===== config.mk =====
export PLATFORM = sky130hd
export DESIGN_NAME = intc
export DESIGN_NICKNAME = d
export VERILOG_FILES = /design/src/rtl/intc_pkg.sv /design/src/rtl/intc_prio_enc.sv /design/src/rtl/intc.sv
export SDC_FILE = /design/constraint.sdc
export NUM_CORES = 1
export LEC_CHECK = 0
export ABC_AREA = 1
export BUFFER_PORTS_ARGS = -buffer_cell sky130_fd_sc_hd__buf_4
export CORE_MARGIN = 5
export CORE_UTILIZATION = 34
export DETAILED_ROUTE_END_ITERATION = 10
export SLEW_MARGIN = 5
export SYNTH_ARGS = -nofsm -noshare
export SYNTH_HDL_FRONTEND = slang
export SYNTH_SLANG_ARGS = --single-unit

===== constraint.sdc =====
create_clock -name clk -period 3.2 [get_ports clk]
set_input_delay 0.32 -clock clk [delete_from_list [all_inputs] [get_ports clk]]
set_output_delay 0.32 -clock clk [all_outputs]
set_load 0.01 [all_outputs]

===== src/rtl/intc_pkg.sv =====
// intc_pkg: register addresses and field positions shared by the interrupt controller
package intc_pkg;
  localparam logic [2:0] INTC_PEND = 3'd0;
  localparam logic [2:0] INTC_MASK = 3'd1;
  localparam logic [2:0] INTC_MODE = 3'd2;
  localparam logic [2:0] INTC_VEC  = 3'd3;
  localparam logic [2:0] INTC_ISR  = 3'd4;
  localparam logic [2:0] INTC_SWI  = 3'd5;
  localparam int VEC_VALID_BIT = 7;
endpackage


===== src/rtl/intc_prio_enc.sv =====
// intc_prio_enc: lowest-set-bit encoder over 8 bits, idx is 0 when no bit is set
module intc_prio_enc (
  input  logic [7:0] i_bits,
  output logic       o_any,
  output logic [2:0] o_idx
);
  assign o_any = |i_bits;
  always_comb begin
    o_idx = 3'd0;
    for (int i = 7; i >= 0; i--) o_idx = i_bits[i] ? 3'(i) : o_idx;
  end
endmodule


===== src/rtl/intc.sv =====
// intc: 8-source interrupt controller with mask, edge/level mode, fixed priority and nesting
module intc
  import intc_pkg::*;
#(
  parameter int NSRC = 8
) (
  input  logic            clk,
  input  logic            rst,
  input  logic [2:0]      AD,
  input  logic [7:0]      DI,
  output logic [7:0]      DO,
  input  logic            rw,
  input  logic            cs,
  input  logic [NSRC-1:0] src,
  output logic            irq
);
  logic [7:0] r_src_q, r_src_d, r_pend, r_mask, r_mode, r_isr;
  logic       r_irq, r_rd_d;
  logic [7:0] w_impl, w_below, w_elig, w_ack_bit, w_eoi_bit, w_swi, w_w1c, w_edge_next, w_level_next, w_vec;
  logic [2:0] w_elig_idx, w_isr_idx;
  logic       w_elig_any, w_isr_any, w_wr, w_rd, w_ack;
  assign w_impl = 8'((9'd1 << NSRC) - 9'd1);
  intc_prio_enc u_isr_enc (.i_bits(r_isr), .o_any(w_isr_any), .o_idx(w_isr_idx));
  assign w_below = w_isr_any ? 8'((9'd1 << w_isr_idx) - 9'd1) : 8'hff;
  assign w_elig = r_pend & r_mask & w_below;
  intc_prio_enc u_elig_enc (.i_bits(w_elig), .o_any(w_elig_any), .o_idx(w_elig_idx));
  assign w_wr = cs && !rw;
  assign w_rd = cs && rw && AD == INTC_VEC;
  assign w_ack = w_rd && !r_rd_d && w_elig_any;
  assign w_ack_bit = w_ack ? 8'd1 << w_elig_idx : 8'd0;
  assign w_eoi_bit = (w_wr && AD == INTC_ISR && w_isr_any) ? 8'd1 << w_isr_idx : 8'd0;
  assign w_swi = (w_wr && AD == INTC_SWI) ? DI : 8'd0;
  assign w_w1c = (w_wr && AD == INTC_PEND) ? DI : 8'd0;
  assign w_edge_next = (r_pend & ~w_w1c & ~w_ack_bit) | (r_src_q & ~r_src_d) | w_swi;
  assign w_level_next = r_src_q | w_swi;
  assign w_vec = (8'(w_elig_any) << VEC_VALID_BIT) | 8'(w_elig_idx);
  assign DO = AD == INTC_PEND ? r_pend :
              AD == INTC_MASK ? r_mask :
              AD == INTC_MODE ? r_mode :
              AD == INTC_VEC  ? w_vec  :
              AD == INTC_ISR  ? r_isr  : 8'h00;
  assign irq = r_irq;
  always_ff @(posedge clk)
    if (rst) begin
      r_src_q <= '0;
      r_src_d <= '0;
      r_pend  <= '0;
      r_mask  <= '0;
      r_mode  <= '0;
      r_isr   <= '0;
      r_irq   <= 1'b0;
      r_rd_d  <= 1'b0;
    end else begin
      r_src_q <= 8'(src) & w_impl;
      r_src_d <= r_src_q;
      r_pend  <= ((r_mode & w_edge_next) | (~r_mode & w_level_next)) & w_impl;
      r_mask  <= (w_wr && AD == INTC_MASK) ? DI & w_impl : r_mask;
      r_mode  <= (w_wr && AD == INTC_MODE) ? DI & w_impl : r_mode;
      r_isr   <= (r_isr | w_ack_bit) & ~w_eoi_bit;
      r_irq   <= w_elig_any;
      r_rd_d  <= w_rd;
    end
endmodule


==> results of run 1 <==
==> sequential cells by signal, summed over array words and instances, names as in the netlist <==
register	flops
irq	1
r_isr	8
r_mask	8
r_mode	8
r_pend	8
r_rd_d	1
r_src_d	8
r_src_q	8
==> power groups by stage <==
| stage | sequential, W | combinational (W) | clock, W |
|---|---|---|---|
| after detailed placement | 0.000666 | 0.000116 | 0 |
| after global routing | 0.000655 | 0.000133 | 0.000500 |
| after global placement | 0.000666 | 0.000115 | 0 |
| final | 0.000652 | 0.000119 | 0.000457 |
| after CTS | 0.000652 | 0.000116 | 0.000470 |
| after floorplan | 0.000663 | 0.0000689 | 0 |
==> how the worst min path moves through the flow <==
stage,start,end,slack (ns)
floorplan,r_src_q[0],r_src_d[0],0.41
global route,src[6],r_src_q[6],0.22
global placement,r_src_q[3],r_src_d[3],0.43
detailed placement,r_src_q[3],r_src_d[3],0.43
CTS,src[3],r_src_q[3],0.21
finish,src[3],r_src_q[3],0.21
==> final cells by class <==
class                   count  area share
multi-input cells         261       0.442
flip-flops and latches     50       0.308
repair buffers             43       0.100
inverters                  65      0.0755
well taps                 102      0.0391
clock buffers               6      0.0253
clock inverters             1     0.00920
==> critical path, delay by kind of cell (launching register included) <==
| kind | cells | cell delay (ns) |
|---|---|---|
| DFF | 1 | 0.35 |
| buffers and inverters | 3 | 0.32 |
| adders and majority gates | 1 | 0.19 |
| AOI/OAI and AO/OA | 2 | 0.17 |
| and+or+nand+nor | 12 | 1.18 |
| xor gates and xnor gates | 1 | 0.15 |
==> synthesized netlist by cell type <==
cell type / count
a31oi_1: 2
o22ai_1: 7
o21bai_2: 2
a21boi_0: 1
nor3_1: 1
nand3_1: 20
clkbuf_1: 7
a221oi_1: 1
nand2_1: 73
a22oi_1: 3
o22ai_2: 1
or2_2: 5
a221o_1: 4
nand4_1: 1
buf_6: 1
o21bai_1: 1
nor3_2: 2
ha_1: 1
a21oi_1: 27
o21ai_1: 1
nand2_2: 9
nor4_2: 1
a21oi_4: 1
nor2_4: 5
xor2_1: 1
inv_1: 59
o31ai_1: 1
o21ai_0: 25
nor2_2: 3
nand3_4: 2
a21oi_2: 4
inv_2: 6
nand2_4: 4
nor2_1: 47
nand3_2: 5
dfxtp_1: 50
==> timing repair <==
action | in CTS | in global routing
resized for setup | 0 | 16
hold buffers | 0 | 0
endpoints found under the hold margin | 0 | 0
buffers inserted | 0 | 6
endpoints found under the setup margin | 0 | 4
==> through the flow <==
step	power [W]	cell area, um^2
final	0.00123	3260
after global placement	0.000780	3060
after CTS	0.00124	3170
after detailed placement	0.000782	3060
after global routing	0.00129	3260
after floorplan	0.000732	2690
==> logic make-up after synthesis <==
kind of cell,after synthesis,share of synthesized area
compound gates,81,0.186
xor+xnor,1,0.00325
fa+ha+maj,1,0.00465
buf+inv,73,0.105
flops,50,0.372
simple gates,178,0.329
==> routing by layer <==
layer / share of wire / wire, um / up-vias
li1: - / - / 1317
met1: 0.46 / 3360 / 1175
met2: 0.48 / 3470 / 55
met3: 0.045 / 324 / 9
met4: 0.014 / 102 / 0
met5: 0 / 0 / -
==> flow_metrics.tcl, run 1 <==
set metrics [dict create \
    status "finished clean" \
    top_usage_layer "met2" \
    die_w_um 99.0 \
    vias 2556 \
    power.switching_fraction 0.233 \
    slew_headroom 0.509 \
    cp.required_ns 2.88 \
    final-setup-viol-count 0 \
    ant_nets 0 \
    clk_pin_slew_ns 0.09 \
    coreArea_um2 7730 \
    synth_nets 408 \
    io_buffers 31 \
    ios 32 \
    clockPowerShare 0.372 \
    grt_pass1_vias 2417 \
    drt_pass1_iterations 4 \
    ir_drop_uv 227 \
    yosysUniqueCellTypes 36 \
    reg2reg_setup_slack_ns 0.53 \
    multi_input_area_um2 1440 \
    post_synth.cell_area_avg_um2 7.01 \
    ctsLongestPathBuffers 2 \
    layout_setup_ws_ns 0.220 \
    grt_use_met3 0.0234 \
    grt_util_met2 0.248 \
    critPathLaunchType "register" \
    gp_congestion 0.957 \
    p_comb_frac 0.097 \
    fmax_mhz 336 \
    path_cells "nor2_4 -> nand2_1 -> nand2_1 -> nand2_4 -> inv_1 -> nor2_1 -> nand2_1 -> ha_2 -> xor2_1 -> nand2_1 -> nand3_2 -> nand2_2 -> nor2_4 -> nand3_2 -> inv_2 -> o22ai_2 -> a21oi_2 -> nand3_1 -> buf_6" \
    synthTopCellsByArea "dfxtp_1 (37%), nand2_1 (10%), inv_1 (8.2%)" \
    grt_max_degree 27 \
    final_cells 528 \
    p_leak_nw 1.52 \
    seqPwrFrac 0.531 \
    place_ws_ns 0.396 \
    powerDensity_nw_per_um2 376 \
    utilization 0.422 \
    grt_overflow 0 \
    gr-usage-all-layers 0.150 \
    worst_setup_path_end_kind "output port" \
    n_antenna_cell 0 \
    fin_skew_ns 0.00727 \
    slew_viol_final 0 \
    dp_cells 515 \
    grt_pass1_wl_um 11800 \
    dieArea_um2 9800 \
    wl_per_cell_um 13.7 \
    syn-instance-count 384 \
    hold_slack_ns 0.214 \
    arrival_ns 2.66 \
    final_cell_mix "nand2_1 (72), inv_1 (57), nor2_1 (46), dfxtp_1 (46), buf_4 (42)" \
    startpoint "r_isr[4]" \
    r2r-end "r_pend[3]" \
    drt_iter0_drc 144 \
    dp_hpwl_um 5440 \
    finalNetCount 450 \
    numCtsBuffers 5 \
    period_needed_ns 2.98 \
    die-height_um 99.0 \
    clock_latency_ns 0.30 \
    grt_antenna_before_repair 0 \
    hold_violations 0 \
    vias_per_cell 4.84 \
    max_cap_violations 0 \
    fill_cells 779 \
    min_path_cells 3 \
    ys_ff_latch 50 \
    final_common_cell "nand2_1" \
    synth_top_cell_area_share 0.372 \
    ctsRootBufferMaster "clkbuf_8" \
    hold_class "in -> reg" \
    p_switching_w 0.000286 \
    ys_seq_area_frac 0.372 \
    max_stage_delay_ns 0.35 \
    rows 32 \
    r2r-start "r_isr[4]" \
    cpMaxStageDelayCell "dfxtp_2" \
    synthToLayoutAreaGrowth_pct 21.2 \
    clkSinkCount 50 \
    tritoncts "built" \
    syn_area_um2 2690 \
    initial_core_util 0.348 \
    drive_gt1_frac 0.265 \
    crit_fanout 3 \
    crit_end "DO[7]" \
    reg2reg_depth 24 \
    internal-power_w 0.000942 \
    fin_crit_sh 0.931 \
    yosys_warnings 0 \
    setup_tns_ns 0 \
    wl_um 7260 \
    met1_usage 0.195 \
    regArea_um2 1010 \
    rsz0062_at_grt "yes" \
    crit_top_cell "nand2_1" \
    htreeDepth 2 \
    drc_errors 0 \
    path_class "reg -> out" \
    worst_pin_slew_ns 0.736 \
    yosys.area.top_type "dfxtp_1" \
]
(Power assumes the default switching activity.)
==> run 2: changes to the inputs <==
--- a/config.mk
+++ b/config.mk
@@ -10,6 +10,7 @@
 export CORE_MARGIN = 5
 export CORE_UTILIZATION = 34
 export DETAILED_ROUTE_END_ITERATION = 10
+export RECOVER_POWER = 100
 export SLEW_MARGIN = 5
 export SYNTH_ARGS = -nofsm -noshare
 export SYNTH_HDL_FRONTEND = slang
==> flow_metrics.tcl, run 2 (synthesized netlist as in run 1, its figures left out) <==
set metrics [dict create \
    grt_antenna_before_repair 0 \
    ctsLongestPathBuffers 2 \
    crit_fanout 3 \
    worst_pin_slew_ns 1.31 \
    ctsRootBufferMaster "clkbuf_8" \
    die-height_um 99.0 \
    cpMaxStageDelayCell "dfxtp_2" \
    grt_pass1_wl_um 11800 \
    crit_family "simple AND/OR/NAND/NOR gates" \
    layout_setup_ws_ns 0.222 \
    ios 32 \
    vias 2581 \
    slew_viol_final 0 \
    grt_pass1_vias 2417 \
    path_cells "nor2_4 -> nand2_1 -> nand2_1 -> nand2_4 -> inv_1 -> nor2_1 -> nand2_1 -> ha_2 -> xor2_1 -> nand2_1 -> nand3_2 -> nand2_2 -> nor2_4 -> nand3_2 -> inv_2 -> o22ai_2 -> a21oi_2 -> nand3_1 -> buf_6" \
    grt_overflow 0 \
    crit_top_cell "nand2_1" \
    final_cell_mix "nand2_1 (72), inv_1 (57), nor2_1 (46), dfxtp_1 (46), buf_4 (37)" \
    drc_errors 0 \
    fill_cells 783 \
    dp_hpwl_um 5440 \
    final_cells 528 \
    tritoncts "built" \
    n_antenna_cell 0 \
    finalNetCount 450 \
    final-setup-viol-count 0 \
    slew_headroom 0.130 \
    drive_gt1_frac 0.254 \
    period_needed_ns 2.98 \
    fin_skew_ns 0.00628 \
    drt_iter0_drc 148 \
    critPathLaunchType "register" \
    clk_pin_slew_ns 0.09 \
    wl_per_cell_um 13.8 \
    coreArea_um2 7730 \
    cts_hold_buf 0 \
    vias_per_cell 4.89 \
    fmax_mhz 336 \
    final_common_cell "nand2_1" \
    place_ws_ns 0.396 \
    cp.required_ns 2.88 \
    setup_tns_ns 0 \
    wl_um 7300 \
    hold_class "in -> reg" \
    ant_nets 0 \
    status "finished clean" \
    synthToLayoutAreaGrowth_pct 20.5 \
    numCtsBuffers 5 \
    initial_core_util 0.348 \
    arrival_ns 2.66 \
    hold_violations 0 \
    rsz0062_at_grt "yes" \
    fin_crit_sh 0.930 \
    path_class "reg -> out" \
    critPathBufInv 3 \
    ir_drop_uv 228 \
    die_w_um 99.0 \
    dieArea_um2 9800 \
    rows 32 \
    placed_area_um2 3060 \
    htreeDepth 2 \
    utilization 0.420 \
    dp_cells 515 \
    grt_max_degree 27 \
    clkSinkCount 50 \
    worst_setup_path_end_kind "output port" \
    gp_congestion 0.957 \
    final_area_um2 3240 \
    max_cap_violations 0 \
    io_buffers 31 \
    max_stage_delay_ns 0.35 \
    drt_pass1_iterations 4 \
    powerDensity_nw_per_um2 379 \
    clock_latency_ns 0.30 \
    p_leak_nw 1.50 \
    gr-usage-all-layers 0.150 \
]
-- run 2: metal layers --
metal / vias to the layer above / wire, um / GRT usage
li1: 1320 / - / -
met1: 1190 / 3360 / 0.195
met2: 57 / 3500 / 0.248
met3: 14 / 268 / 0.0234
met4: 0 / 175 / 0.0557
met5: - / 0 / 0
-- run 2: metrics by stage --
stage / hold slack (ns) / power [W]
final: 0.214 / 0.00123
after global routing: 0.221 / 0.00129
after CTS: 0.210 / 0.00124
after detailed placement: 0.433 / 0.000782
after global placement: 0.430 / 0.000780
after floorplan: 0.414 / 0.000732
-- run 2: tightest hold or removal path, cell delays in order --
cell and delay, ns:
buf_4 0.07, inv_1 0.03, nor2_1 0.06
-- run 2: area by class of cell --
cell class,instances,area [um^2],area share
multi-input cells,261,1440,0.445
flip-flops and latches,50,1010,0.310
repair buffers,43,308,0.0949
inverters,65,246,0.0760
well taps,102,128,0.0393
clock buffers,6,82.6,0.0255
clock inverters,1,30.0,0.00926
-- run 2: repair_timing --
item / 4_1_cts / 5_1_grt
gates resized for setup: 0 / 16
buffers inserted: 0 / 6
setup endpoints to repair: 0 / 4
-- run 2: power by group --
part           leakage, nW  internal, W  switching (W)  total [W]
Combinational         1.04    0.0000497      0.0000679   0.000118
Sequential           0.410     0.000641      0.0000113   0.000652
Clock               0.0573     0.000250       0.000208   0.000459
-- run 2: final timing paths --
| path | start | slack [ns] | cells past startpoint | end |
|---|---|---|---|---|
| worst max-delay path | r_isr[4] | 0.22 | 19 | DO[7] |
| worst min-delay path | src[3] | 0.21 | 3 | r_src_q[3] |
| worst max register to register | r_isr[6] | 0.52 | 26 | r_pend[2] |
| worst min register to register | r_src_q[0] | 0.44 | 2 | r_src_d[0] |
